### config.mk
export PLATFORM = sky130hd
export DESIGN_NAME = apb_uart_core_flat
export DESIGN_NICKNAME = d
export VERILOG_FILES = /design/src/rtl/apb_uart_core_if.sv /design/src/rtl/apb_uart_core.sv /design/src/flat_wrapper.sv
export SDC_FILE = /design/constraint.sdc
export NUM_CORES = 1
export LEC_CHECK = 0
export BUFFER_PORTS_ARGS = -buffer_cell sky130_fd_sc_hd__clkbuf_2
export CAP_MARGIN = 10
export CORE_ASPECT_RATIO = 0.6
export CORE_MARGIN = 2
export CORE_UTILIZATION = 64
export CTS_CLUSTER_SIZE = 8
export DETAILED_ROUTE_END_ITERATION = 8
export PLACE_DENSITY_LB_ADDON = 0.08
export SYNTH_ARGS = -nofsm -noshare
export SYNTH_HDL_FRONTEND = slang
export SYNTH_SLANG_ARGS = --single-unit
### constraint.sdc
create_clock -name clk -period 6.8 [get_ports clk]
set_clock_uncertainty 0.05 [all_clocks]
set_input_delay 1.36 -clock clk [delete_from_list [all_inputs] [get_ports clk]]
set_output_delay 1.36 -clock clk [all_outputs]
set_load 0.02 [all_outputs]
### src/rtl/apb_uart_core_if.sv
// APB3 bus bundle for apb_uart_core; the bus requester drives the master modport.
interface apb_uart_core_if #(
    parameter int ApbAddrWidth = 32,
    parameter int ApbDataWidth = 32
);
    logic [ApbAddrWidth-1:0] paddr;
    logic [ApbDataWidth-1:0] pwdata;
    logic                    pwrite;
    logic                    psel;
    logic                    penable;
    logic [ApbDataWidth-1:0] prdata;
    logic                    pready;
    logic                    pslverr;

    modport master (output paddr, pwdata, pwrite, psel, penable,
                    input  prdata, pready, pslverr);
    modport slave  (input  paddr, pwdata, pwrite, psel, penable,
                    output prdata, pready, pslverr);
endinterface

### src/rtl/apb_uart_core.sv
// APB3-slave 8N1 UART with TX/RX FIFOs, baud divisor and level interrupt; rstn is synchronous, active-high.
// Define APB_UART_LOOPBACK_EN to implement the internal loopback bit (CTRL bit5).
module apb_uart_core #(
    parameter int ApbAddrWidth = 32,
    parameter int ApbDataWidth = 32,
    parameter int FifoDepth    = 4,
    parameter int DefaultDiv   = 86
) (
    input  logic           clk,
    input  logic           rstn,
    apb_uart_core_if.slave apb,
    input  logic           rx_i,
    output logic           tx_o,
    output logic           event_o
);
    localparam int PtrW = $clog2(FifoDepth);
    localparam logic [PtrW:0] PtrOne = 1;
    localparam logic [2:0] R_TXDATA = 3'd0, R_RXDATA = 3'd1, R_STATUS = 3'd2,
                           R_CTRL = 3'd3, R_DIV = 3'd4;
`ifdef APB_UART_LOOPBACK_EN
    localparam logic [5:0] CtrlMask = 6'h3F;
`else
    localparam logic [5:0] CtrlMask = 6'h1F;
`endif

    typedef enum logic [1:0] {S_IDLE, S_START, S_DATA, S_STOP} frame_state_e;

    logic [2:0]  word;
    logic        bad_addr, access, bus_err, wr_en, rd_en;
    logic [5:0]  ctrl;
    logic [15:0] div, eff_div, rx_half;
    logic        overrun, frame_err, overrun_set, frame_err_set, event_q;
    logic [ApbDataWidth-1:0] rdata;
    logic        unused_bus;

    logic [7:0]  tx_mem [FifoDepth];
    logic [7:0]  rx_mem [FifoDepth];
    logic [PtrW:0] tx_wp, tx_rp, rx_wp, rx_rp;
    logic        tx_push, tx_pop, rx_push, rx_pop;
    logic        tx_full, tx_empty, rx_full, rx_empty, tx_busy;

    frame_state_e tx_state, tx_state_d, rx_state, rx_state_d;
    logic [15:0] tx_cnt, tx_cnt_d, rx_cnt, rx_cnt_d;
    logic [2:0]  tx_bits, tx_bits_d, rx_bits, rx_bits_d;
    logic [7:0]  tx_shift, tx_shift_d, rx_shift, rx_shift_d;
    logic        tx_q, tx_line_d, rx_src, rx_s1, rx_sync, rx_prev;

    assign word     = apb.paddr[4:2];
    assign bad_addr = (apb.paddr[1:0] != 2'b00) || (word > R_DIV);
    assign access   = apb.psel && apb.penable;
    assign bus_err  = access && (bad_addr || (apb.pwrite && word == R_TXDATA && tx_full));
    assign wr_en    = access && apb.pwrite && !bus_err;
    assign rd_en    = access && !apb.pwrite && !bus_err;
    assign apb.pslverr = bus_err;
    assign apb.pready  = 1'b1;
    assign unused_bus  = ^{apb.paddr[ApbAddrWidth-1:5], apb.pwdata[ApbDataWidth-1:16]};

    assign eff_div = (div < 16'd3) ? 16'd3 : div;
    // The detector already lags the synchronized edge by one clock, hence the extra -1.
    assign rx_half = 16'((17'(eff_div) + 17'd1) >> 1) - 16'd2;

    assign tx_push  = wr_en && word == R_TXDATA;
    assign rx_pop   = rd_en && word == R_RXDATA && !rx_empty;
    assign tx_empty = tx_wp == tx_rp;
    assign rx_empty = rx_wp == rx_rp;
    assign tx_full  = (tx_wp[PtrW] != tx_rp[PtrW]) && (tx_wp[PtrW-1:0] == tx_rp[PtrW-1:0]);
    assign rx_full  = (rx_wp[PtrW] != rx_rp[PtrW]) && (rx_wp[PtrW-1:0] == rx_rp[PtrW-1:0]);
    assign tx_busy  = tx_state != S_IDLE;

`ifdef APB_UART_LOOPBACK_EN
    assign rx_src = ctrl[5] ? tx_q : rx_i;
    assign tx_o   = ctrl[5] ? 1'b1 : tx_q;
`else
    assign rx_src = rx_i;
    assign tx_o   = tx_q;
`endif
    assign event_o = event_q;

    // NOTE: FIFO storage has no reset; the pointers alone decide which entries are valid.
    always_ff @(posedge clk) begin
        if (tx_push) tx_mem[tx_wp[PtrW-1:0]] <= apb.pwdata[7:0];
        if (rx_push) rx_mem[rx_wp[PtrW-1:0]] <= rx_shift;
    end

    // NOTE: every clocked block uses non-blocking assignments so all state updates see pre-edge values.
    always_ff @(posedge clk) begin
        if (rstn) begin
            tx_wp <= '0; tx_rp <= '0; rx_wp <= '0; rx_rp <= '0;
            ctrl <= '0; div <= 16'(DefaultDiv);
            overrun <= 1'b0; frame_err <= 1'b0; event_q <= 1'b0;
        end else begin
            if (tx_push) tx_wp <= tx_wp + PtrOne;
            if (tx_pop)  tx_rp <= tx_rp + PtrOne;
            if (rx_push) rx_wp <= rx_wp + PtrOne;
            if (rx_pop)  rx_rp <= rx_rp + PtrOne;
            if (wr_en && word == R_CTRL) ctrl <= apb.pwdata[5:0] & CtrlMask;
            if (wr_en && word == R_DIV)  div  <= apb.pwdata[15:0];
            // A new error arriving with its W1C clear keeps the flag set.
            overrun   <= overrun_set || (overrun && !(wr_en && word == R_STATUS && apb.pwdata[5]));
            frame_err <= frame_err_set || (frame_err && !(wr_en && word == R_STATUS && apb.pwdata[6]));
            event_q   <= (ctrl[2] && !rx_empty) || (ctrl[3] && tx_empty && !tx_busy) ||
                         (ctrl[4] && (overrun || frame_err));
        end
    end

    always_ff @(posedge clk) begin
        if (rstn) begin
            tx_state <= S_IDLE; tx_cnt <= '0; tx_bits <= '0; tx_shift <= '0; tx_q <= 1'b1;
            rx_state <= S_IDLE; rx_cnt <= '0; rx_bits <= '0; rx_shift <= '0;
            rx_s1 <= 1'b1; rx_sync <= 1'b1; rx_prev <= 1'b1;
        end else begin
            tx_state <= tx_state_d; tx_cnt <= tx_cnt_d; tx_bits <= tx_bits_d;
            tx_shift <= tx_shift_d; tx_q <= tx_line_d;
            rx_state <= rx_state_d; rx_cnt <= rx_cnt_d; rx_bits <= rx_bits_d; rx_shift <= rx_shift_d;
            rx_s1 <= rx_src; rx_sync <= rx_s1; rx_prev <= rx_sync;
        end
    end

    // NOTE: each comb block assigns every output a default first, so no path can infer a latch.
    always_comb begin
        tx_state_d = tx_state; tx_cnt_d = tx_cnt; tx_bits_d = tx_bits;
        tx_shift_d = tx_shift; tx_pop = 1'b0;
        case (tx_state)
            S_IDLE: if (ctrl[0] && !tx_empty) begin
                tx_pop = 1'b1; tx_state_d = S_START; tx_cnt_d = eff_div;
                tx_shift_d = tx_mem[tx_rp[PtrW-1:0]];
            end
            S_START: if (tx_cnt != 16'd0) tx_cnt_d = tx_cnt - 16'd1;
                     else begin tx_state_d = S_DATA; tx_cnt_d = eff_div; tx_bits_d = '0; end
            S_DATA: if (tx_cnt != 16'd0) tx_cnt_d = tx_cnt - 16'd1;
                    else begin
                        tx_cnt_d = eff_div; tx_shift_d = tx_shift >> 1;
                        if (tx_bits == 3'd7) tx_state_d = S_STOP;
                        else tx_bits_d = tx_bits + 3'd1;
                    end
            S_STOP: if (tx_cnt != 16'd0) tx_cnt_d = tx_cnt - 16'd1;
                    else tx_state_d = S_IDLE;
            default: tx_state_d = S_IDLE;
        endcase
        tx_line_d = (tx_state_d == S_START) ? 1'b0 :
                    (tx_state_d == S_DATA)  ? tx_shift_d[0] : 1'b1;
    end

    always_comb begin
        rx_state_d = rx_state; rx_cnt_d = rx_cnt; rx_bits_d = rx_bits; rx_shift_d = rx_shift;
        rx_push = 1'b0; overrun_set = 1'b0; frame_err_set = 1'b0;
        case (rx_state)
            S_IDLE: if (ctrl[1] && rx_prev && !rx_sync) begin
                rx_state_d = S_START; rx_cnt_d = rx_half;
            end
            S_START: if (rx_cnt != 16'd0) rx_cnt_d = rx_cnt - 16'd1;
                     else if (rx_sync) rx_state_d = S_IDLE;
                     else begin rx_state_d = S_DATA; rx_cnt_d = eff_div; rx_bits_d = '0; end
            S_DATA: if (rx_cnt != 16'd0) rx_cnt_d = rx_cnt - 16'd1;
                    else begin
                        rx_cnt_d = eff_div; rx_shift_d = {rx_sync, rx_shift[7:1]};
                        if (rx_bits == 3'd7) rx_state_d = S_STOP;
                        else rx_bits_d = rx_bits + 3'd1;
                    end
            S_STOP: if (rx_cnt != 16'd0) rx_cnt_d = rx_cnt - 16'd1;
                    else begin
                        rx_state_d = S_IDLE;
                        if (!rx_sync) frame_err_set = 1'b1;
                        else if (rx_full && !rx_pop) overrun_set = 1'b1;
                        else rx_push = 1'b1;
                    end
            default: rx_state_d = S_IDLE;
        endcase
    end

    always_comb begin
        rdata = '0;
        case (word)
            R_RXDATA: if (!rx_empty) rdata[7:0] = rx_mem[rx_rp[PtrW-1:0]];
            R_STATUS: rdata[6:0] = {frame_err, overrun, tx_busy, rx_empty, rx_full, tx_empty, tx_full};
            R_CTRL:   rdata[5:0] = ctrl;
            R_DIV:    rdata[15:0] = div;
            default:  rdata = '0;
        endcase
        if (bad_addr || !apb.psel || apb.pwrite) rdata = '0;
    end
    assign apb.prdata = rdata;
endmodule

### src/flat_wrapper.sv
// flat-port wrapper written by rule: the top's interface ports become plain ports
module apb_uart_core_flat 
#(
    parameter int ApbAddrWidth = 32,
    parameter int ApbDataWidth = 32,
    parameter int FifoDepth    = 4,
    parameter int DefaultDiv   = 86
)
  (clk, rstn, rx_i, tx_o, event_o, apb_paddr, apb_pwdata, apb_pwrite, apb_psel, apb_penable, apb_prdata, apb_pready, apb_pslverr);
  apb_uart_core_if #(.ApbAddrWidth(ApbAddrWidth), .ApbDataWidth(ApbDataWidth)) apb_i ();
  input  logic clk;
  input  logic rstn;
  input  logic rx_i;
  output logic tx_o;
  output logic event_o;
  input wire logic [$bits(apb_i.paddr)-1:0] apb_paddr;
  input wire logic [$bits(apb_i.pwdata)-1:0] apb_pwdata;
  input wire logic [$bits(apb_i.pwrite)-1:0] apb_pwrite;
  input wire logic [$bits(apb_i.psel)-1:0] apb_psel;
  input wire logic [$bits(apb_i.penable)-1:0] apb_penable;
  output wire logic [$bits(apb_i.prdata)-1:0] apb_prdata;
  output wire logic [$bits(apb_i.pready)-1:0] apb_pready;
  output wire logic [$bits(apb_i.pslverr)-1:0] apb_pslverr;
  assign apb_i.paddr = apb_paddr;
  assign apb_i.pwdata = apb_pwdata;
  assign apb_i.pwrite = apb_pwrite;
  assign apb_i.psel = apb_psel;
  assign apb_i.penable = apb_penable;
  assign apb_prdata = apb_i.prdata;
  assign apb_pready = apb_i.pready;
  assign apb_pslverr = apb_i.pslverr;
  apb_uart_core #(.ApbAddrWidth(ApbAddrWidth), .ApbDataWidth(ApbDataWidth), .FifoDepth(FifoDepth), .DefaultDiv(DefaultDiv)) u_core (.clk(clk), .rstn(rstn), .apb(apb_i), .rx_i(rx_i), .tx_o(tx_o), .event_o(event_o));
endmodule
======== Yosys cells after proc, flatten, opt, wreduce, memory -nomap -nowiden ========
Memories as Yosys holds them, arrays and structs flattened. A register that Yosys moved wholly into a read port is not among the register bits.
Cells that the tools add are included.
Widths: inputs -> output; s select.
word-level totals
  memory bits (writable) .................. 64
  bits in registers ....................... 98
  output and inout port bits .............. 36
  memories kept ........................... 2
  input port bits ......................... 70
  logic and storage cells ................. 201
cells by class
  $lt $le $gt $ge ......................... 2
  reduce and logical (&&, ||, !) cells .... 65
  equality and inequality tests ........... 34
  add/subtract/negate cells ............... 10
  bitwise operators ....................... 1
  multiplexer cells ....................... 65
memory list
  memory         depth  bits a word  rd ports  clocked after Yosys merged registers in  wr ports  line                 text
  u_core.rx_mem  4      8            1         1                                        1         apb_uart_core.sv:37  logic [7:0] rx_mem [FifoDepth];
  u_core.tx_mem  4      8            1         1                                        1         apb_uart_core.sv:36  logic [7:0] tx_mem [FifoDepth];
operators by type and width
  operator               number
  $mux 16                10
  $pmux 16 s4            1
  $pmux 16 s3            1
  $mux 8                 4
  $reduce_bool 16->1     2
  $sub 16x1->16 const B  2
  $mux 2                 15
  $logic_and 1x1->1      28
  $pmux 6 s4             1
  $mux 3                 7
  $mux 1                 19
  $add 3x1->3 const B    6
  $add 16x1->17 const B  1
  $lt 16x2->1 const B    1
  $ne 2x2->1 const B     8
  $pmux 2 s4             2
  $pmux 8 s2             1
  $sub 16x2->16 const B  1
  $pmux 3 s2             2
  $eq 2x2->1 const B     5
  $logic_not 1->1        10
  $ne 2x1->1 const B     5
  $reduce_and 5->1       2
  $reduce_bool 2->1      5
  other kinds (19)       38

======== Depth between registers and ports, before layout ========
Gate-level depths: netlist of run 1.
  depth in word-level cells ............... 17
  gate-level depth with buffers ........... 14

======== Worst setup path before layout of run 1 ========
No wires, ideal clock.
  path kind ............................... input-to-output
  start point ............................. input port apb_paddr[4]
  end point ............................... output port apb_prdata[4]
  buffers on the path ..................... 2
  setup slack ............................. 2.760 ns
  required time ........................... 5.390 ns
  arrival ................................. 2.630 ns
  stages .................................. 5
  cells stage by stage .................... clkbuf_1 > nor3b_1 > clkbuf_1 > a22oi_1 > a21oi_1
between the ends
  longest elaborated chain between the ends .. 5
RTL lines
  element                         line                  text
  start: declaration              flat_wrapper.sv:16    input wire logic [$bits(apb_i.paddr)-1:0] apb_paddr;
  $gt 3x3->1                      apb_uart_core.sv:49   assign bad_addr = (apb.paddr[1:0] != 2'b00) || (word > R_DIV);
  $logic_or 1x1->1                apb_uart_core.sv:49
  $logic_or 1x1->1 (2 in series)  apb_uart_core.sv:180  if (bad_addr || !apb.psel || apb.pwrite) rdata = '0;
  $mux 16 *                       apb_uart_core.sv:180
  end: declaration                flat_wrapper.sv:21    output wire logic [$bits(apb_i.prdata)-1:0] apb_prdata;
Mark *: on every way between the ends. The rest lies on a longest branch, timed or not.

======== Worst setup path in the final report of run 1 ========
  start point ............................. input port apb_paddr[2]
  end point ............................... output port apb_prdata[14]
The elaborated chain is that of the path after synthesis.

==> results of run 1 <==
## path summary, 6_finish.rpt
path / slack [ps] / depth (start not counted) / endpoint / startpoint
max: 2260 / 5 / apb_prdata[14] / apb_paddr[2]
min: 370 / 1 / u_core.rx_sync / u_core.rx_s1
max reg2reg: 2790 / 10 / u_core.rx_cnt[14] / u_core.div[5]
min reg2reg: 370 / 1 / u_core.rx_sync / u_core.rx_s1
## through the flow
step	hold WS (ps)	cell area (um2)	util	total power [uW]
5_1_grt	394	9960	0.720	3120
6_report	372	9960	0.720	2990
2_1_floorplan	339	9250	-	1810
3_5_place_dp	355	9340	0.675	1980
4_1_cts	376	9950	0.720	2960
3_3_place_gp	351	9340	0.675	1930
## layout by cell type, fill, tap and decap left out, types with 5 or more instances in the layout
| master | count |
|---|---|
| clkbuf_16 | 18 |
| edfxtp_1 | 64 |
| o21ai_0 | 31 |
| conb_1 | 17 |
| o31ai_1 | 7 |
| dfxtp_1 | 102 |
| xnor2_1 | 23 |
| ha_1 | 28 |
| nor2_1 | 104 |
| nand2b_1 | 5 |
| nor3_1 | 29 |
| nand3_1 | 25 |
| nand4_1 | 11 |
| a211oi_1 | 18 |
| a21oi_1 | 45 |
| inv_6 | 5 |
| mux4_2 | 16 |
| a22oi_1 | 25 |
| xor2_1 | 23 |
| a221oi_1 | 9 |
| inv_1 | 24 |
| and3_1 | 23 |
| and2_1 | 17 |
| mux2i_1 | 30 |
| a211o_1 | 9 |
| nor4_1 | 20 |
| or3_1 | 7 |
| nand3b_1 | 5 |
| clkbuf_2 | 44 |
| o22ai_1 | 6 |
| nand2_1 | 57 |
| or2_2 | 5 |
## report_power, final
group	switching, uW	internal (uW)	leakage [uW]
clock	467	524	0.000300
combinational	568	298	0.00200
sequential	51.4	1080	0.00141
## per-layer routing
metal,global-route usage,wire length [um]
met1,0.464,10600
met2,0.441,10300
met3,0.0913,2940
met4,0.0854,296
met5,0,0
## critical path: cells and delay by family
kind	cells	cell delay [ps]
AND/OR/NAND/NOR	3	1350
buffers and inverters	2	410
## state kept, by name (all words and copies together), names as in the netlist, 5 cells and up, named ones only
name             cells
u_core.tx_shift      8
u_core.rx_mem       32
u_core.tx_cnt       16
u_core.ctrl          5
u_core.tx_mem       32
u_core.div          16
u_core.rx_cnt       16
u_core.rx_shift      8
## area by class of cell
class,instances,area (um2)
clock buffers,19,464
clock inverters,13,149
fillers,1039,3870
inverters,25,93.8
multi-input cells,693,4800
flip-flops and latches,166,3960
well taps,192,240
repair buffers,48,250
## logic make-up (layout without fill, tap and decap cells)
| logic type | Yosys count | after routing |
|---|---|---|
| AOI/OAI and AO/OA | 210 | 210 |
| xor gates and xnor gates | 46 | 46 |
| adders and majority gates | 28 | 28 |
| buffers and inverters | 105 | 105 |
| DFF | 166 | 166 |
| muxes | 50 | 50 |
| other | 2 | 17 |
| and+or+nand+nor | 342 | 342 |
==> impl_results.md, run 1 <==
- Outcome: finished clean
- Final WL: approximately 24000 um
- Post-synthesis sequential area ratio: 0.431
- Worst-Skew Late Latency: between 400 and 500 ps
- Fin. Hold Viols: 0
- Fin. max-slew vios: 0
- Leakage power: roughly 0.0037 uW
- Die ar.: 0.0154 mm2
- Ys flop type: dfxtp_1
- Yosys warnings: 0
- Vias: around 7700
- Initial antenna violation count: 0
- Gate Count Post-Synth: 949
- Final nets: approximately 1000
- Multiplexer area fraction after synthesis: 0.0768
- Number of core rows: 33
- I/O Buffers: 45
- Max Cap Violations: 0
- Synth Area per Inst: slightly below 10 um2
- Min cycle time layout: around 4500 ps
- Count leader, synth: nor2_1
- GR Util All Layers: 0.312
- PD cells: 300 mW/mm2
- Wire length of the first global-routing pass: 38000 um
- DR WL/cell: between 20 and 25 um
- CTS tree: built
- Share of the synthesized area in the top cell type: 0.222
- Die Y: about 97 um
- Hpwl dp: ~17000 um
- Post-Layout Cell Count: between 1000 and 1500
- N_diodes: 0
- Inst Count DP: between 1000 and 1500
- Post-CTS resize count: 0
- DRC viols: 0
- Critical Path AT: approximately 3100 ps
- Post-cts hold buffer count: 0
- CTS H-tree depth: 4
- Slowest stage delay, CP: roughly 630 ps
- Postcts setup bufs: 0
- Maximum clock rate: ~220 MHz
- Post-Synth Adder-Cell Area: 0.0381
- Iter 0 DRT Violations: 1000
- Synth Area in Simple Gates: 0.195
- Gpl congestion: between 0.9 and 1
- Nature of the critical path endpoint: output port
- Critical path fanouts, max: 18
- Cell area after synthesis: 0.00919 mm2
- Part of the cycle the worst path needs: 0.668
- Die W: 159 um
- Total core area: 0.0138 mm2
- Synth Area in XOR/XNOR: 0.0438
- DRT Pass-1 Iters: 6
- Post-Place Setup Slack: approximately 2000 ps
- Final setup viols: 0
- RSZ-0062 raised after global routing: no
- Root buffer cell: clkbuf_16
- Largest net degree at the start of global routing: roughly 100
- Area Growth Syn to Fin: 8.36%
- Largest family of logic cells by synthesized area: simple AND/OR/NAND/NOR gates
- Slowest stage cell, crit path: nor3b_2
- Maximum vdd ir drop: 0.221 mV
- Vias in the first global route: just over 7000
- Compound-Gate Fraction of Synth Area: 0.161
- Worst path required time: between 5000 and 6000 ps
- Via density per instance: 6.65
- Area leader, netlist: dfxtp_1
- Hold Crit Class: flip-flop to flip-flop
- Clk slew on worst S/H paths: approximately 70 ps
- Critical path, cell by cell: clkbuf_2 -> nor3b_2 -> and3_1 -> and2_1 -> clkbuf_2
- Io pins: approximately 110
- Layout cell share with drive strength beyond 1: 0.137
- Top cells by count, synth: nor2_1, dfxtp_1, edfxtp_1, nand2_1, a21oi_1
- Worst-Margin Slew: ~1100 ps
- CTS Buf Count: 17
- Number of synthesized register bits: 166
- Max clock buf depth: 2
- ANT nets after route: 0
- Ys async rst share: 0
- Starting Density: 0.664
- Critical Path Start Type: input pin
- Clock sink count: roughly 170
- Netlist cell types: 84
- Synth top area cells: dfxtp_1, edfxtp_1, nor2_1
- CP dominant cell by count: clkbuf_2
- Normalized max-slew margin: 0.268
- Worst Setup Path Type: input pin to output port
- Post-synth EDFFs: 64
- PnR worst setup slack: around 2300 ps
- GRT overflow: 0
- Setup TNS: 0 ps
(Power assumes the default switching activity.)
==> inputs of run 2 (changes only) <==
Settings changed: CORE_UTILIZATION 64 to 53.
Clock period 6.8 ns to 3.91 ns, I/O delays scaled along.
==> impl_results.md, run 2 (synthesis results as in run 1) <==
- Hold Crit Class: flip-flop to flip-flop
- Layer with the highest usage: met1
- Io pins: 106 (unchanged)
- Clock sink count: 166 (unchanged)
- Max clock buf depth: 2 (unchanged)
- Maximum clock rate: just under 300 MHz
- ANT nets after route: 0 (unchanged)
- Post-CTS resize count: 0 (unchanged)
- Worst hold margin: 360 ps (-11.8 ps)
- GRT overflow: 0 (unchanged)
- GR Util All Layers: 0.255 (-0.0563)
- Worst r2r src: u_core.div[7]
- Layout cell share with drive strength beyond 1: 0.156 (+0.0189)
- Fin. max-slew vios: 0 (unchanged)
- Die W: 174 um (+9.6%)
- Maximum vdd ir drop: 0.286 mV (+30%)
- Postcts setup bufs: 0 (unchanged)
- DR WL/cell: 18.8 um (-10%)
- Layout fillers: 1489 (+43%)
- Fin. Hold Viols: 0 (unchanged)
- Slowest stage cell, crit path: ha_1
- Final setup viols: 0 (unchanged)
- Most frequent cells in the layout: nor2_1, dfxtp_1, edfxtp_1
- DRC viols: 0 (unchanged)
- Min cycle time layout: 3360 ps
- PD cells: 497 mW/mm2 (+66%)
- R2r worst-path depth: 10 (unchanged)
- Outcome: finished clean
- RSZ-0062 raised after global routing: no
- Die Y: 106 um (+9.5%)
- N_diodes: 0 (unchanged)
- PnR worst setup slack: 547 ps (-1710 ps)
- Total core area: 0.0170 mm2 (+23%)
- Most common cell after layout, fill and taps aside: nor2_1
- Worst-Margin Slew: 1000 ps (-93.9 ps)
- CTS tree: built
- Critical path, cell by cell: nor3_1 -> nand4_1 -> o21bai_1 -> ha_1 -> nand3_1 -> o21ai_0 -> a22oi_1 -> or2_2 -> o31ai_1 -> a211oi_1
- Number of core rows: 37 (+12%)
- Starting Density: 0.539 (-0.125)
- I/O Buffers: 45 (unchanged)
- Via density per instance: 6.01 (-9.5%)
- Die ar.: 0.0184 mm2 (+20%)
- Critical Path AT: 3600 ps (+470 ps)
- Endpoint, Worst Hold: u_core.rx_sync
- Final nets: 1073 (+2.3%)
- P_int: 3250 uW (+71%)
- CTS Buf Count: 17 (unchanged)
- Worst Setup Path Type: flip-flop to flip-flop
- Met1 Track Usage GR: 0.402 (-0.0613)
- Psw: 1780 uW (+64%)
- Part of the cycle the worst path needs: 0.860
- DRT Pass-1 Iters: 5 (-1)
- Area Growth Syn to Fin: 10.2%
- Hold Path Depth: 1 (unchanged)
- Sequential Power Share: 0.390 (+0.012)
- Post-Place Setup Slack: 607 ps (-1340 ps)
- Final core utilization: 0.594 (-0.126)
- Vias in the first global route: 6582 (-8.1%)
- Root buffer cell: clkbuf_16
- Setup TNS: 0 ps (unchanged)
- Worst-Skew Late Latency: 440 ps (about the same)
- Iter 0 DRT Violations: 900 (-10%)
- Wire length of the first global-routing pass: 36900 um (-3.0%)
- Clk slew on worst S/H paths: 70 ps (about the same)
- CTS H-tree depth: 4 (unchanged)
- Clk pwr share: 0.319 (-0.013)
- Worst path required time: 4150 ps (-1240 ps)
- R2R setup slack: 550 ps (-2240 ps)
- Post-cts hold buffer count: 0 (unchanged)
- Normalized max-slew margin: 0.326 (+0.0581)
- Reg-to-reg endpoint: u_core.rx_cnt[12]
- Final WL: 22900 um (-5.1%)
- Gpl congestion: 0.854 (-6.9%)
- Sw Share: 0.354 (-0.00966)
- Logic pwr share: 0.292 (+0.002)
- Min-delay src: u_core.rx_s1
- Critical path fanouts, max: 10 (-8)
- Initial antenna violation count: 0 (unchanged)
- Nature of the critical path endpoint: flip-flop
- Met2 usage: 0.350 (-0.0910)
- M3 GR Usage: 0.0497 (-0.0416)
- Hpwl dp: 15900 um (-4.9%)
- Leakage power: 0.00380 uW (+2.4%)
- Largest net degree at the start of global routing: 63 (-39%)
- Critical Path Start Type: flip-flop
- Slowest stage delay, CP: 430 ps (-200 ps)
- Vias: 7349 (-4.4%)
- Max Cap Violations: 0 (unchanged)
run 2: cell count changes in the layout (fill, tap and decap cells not counted), sizes merged:
| cell | previous run | this run |
|---|---|---|
| clkinv | 7 | 4 |
| inv | 31 | 32 |
| buf | 4 | 28 |
| clkinvlp | 0 | 2 |
run 2: power groups by stage:
| stage | clock (uW) | sequential [uW] | combinational, uW |
|---|---|---|---|
| 2_1_floorplan | 0 | 1970 | 1180 |
| 3_3_place_gp | 0 | 1990 | 1420 |
| 3_5_place_dp | 0 | 1990 | 1430 |
| 4_1_cts | 1630 | 1960 | 1440 |
| 5_1_grt | 1700 | 1970 | 1620 |
| 6_report | 1600 | 1960 | 1470 |
run 2: critical path: cells and delay by family, from the launching register on:
kind	cells	cell delay, ps
AO/OA/AOI/OAI	5	1250
adder cells (fa/ha/maj)	1	430
AND/OR/NAND/NOR	4	1130
flip-flops	1	330
run 2: cell type report:
cell class | count | area, um2 | share of cell area
Clock inverter | 13 | 110 | 0.0109
Timing Repair Buffer | 72 | 430 | 0.0425
Inverter | 25 | 93.8 | 0.00927
Multi-Input combinational cell | 693 | 4790 | 0.473
Clock buffer | 19 | 443 | 0.0437
Sequential cell | 166 | 3960 | 0.391
Tap cell | 234 | 293 | 0.0289
run 2: per-stage QoR:
step	std cells	power, uW	area, um2
4_1_cts	1222	5020	10100
5_1_grt	1222	5300	10100
3_3_place_gp	1190	3420	9570
6_report	1222	5030	10100
2_1_floorplan	964	3150	9250
3_5_place_dp	1190	3420	9570
run 2: metal layers:
metal  vias to the layer above  share of wire
met5                         -              0
met4                         0          0.011
met3                        22          0.080
met2                       269           0.40
met1                      3502           0.51
li1                       3556              -
run 2: worst max path at each step:
stage / from / to / slack (ps) / cells after the start
6_report: u_core.div[7] / u_core.rx_cnt[12] / 550 / 10
5_1_grt: u_core.div[12] / u_core.rx_cnt[14] / 180 / 10
4_1_cts: u_core.div[12] / u_core.rx_cnt[14] / 570 / 10
3_5_place_dp: u_core.div[12] / u_core.rx_cnt[12] / 610 / 10
3_3_place_gp: u_core.div[12] / u_core.rx_cnt[12] / 610 / 10
2_1_floorplan: u_core.div[2] / u_core.rx_cnt[14] / 790 / 12
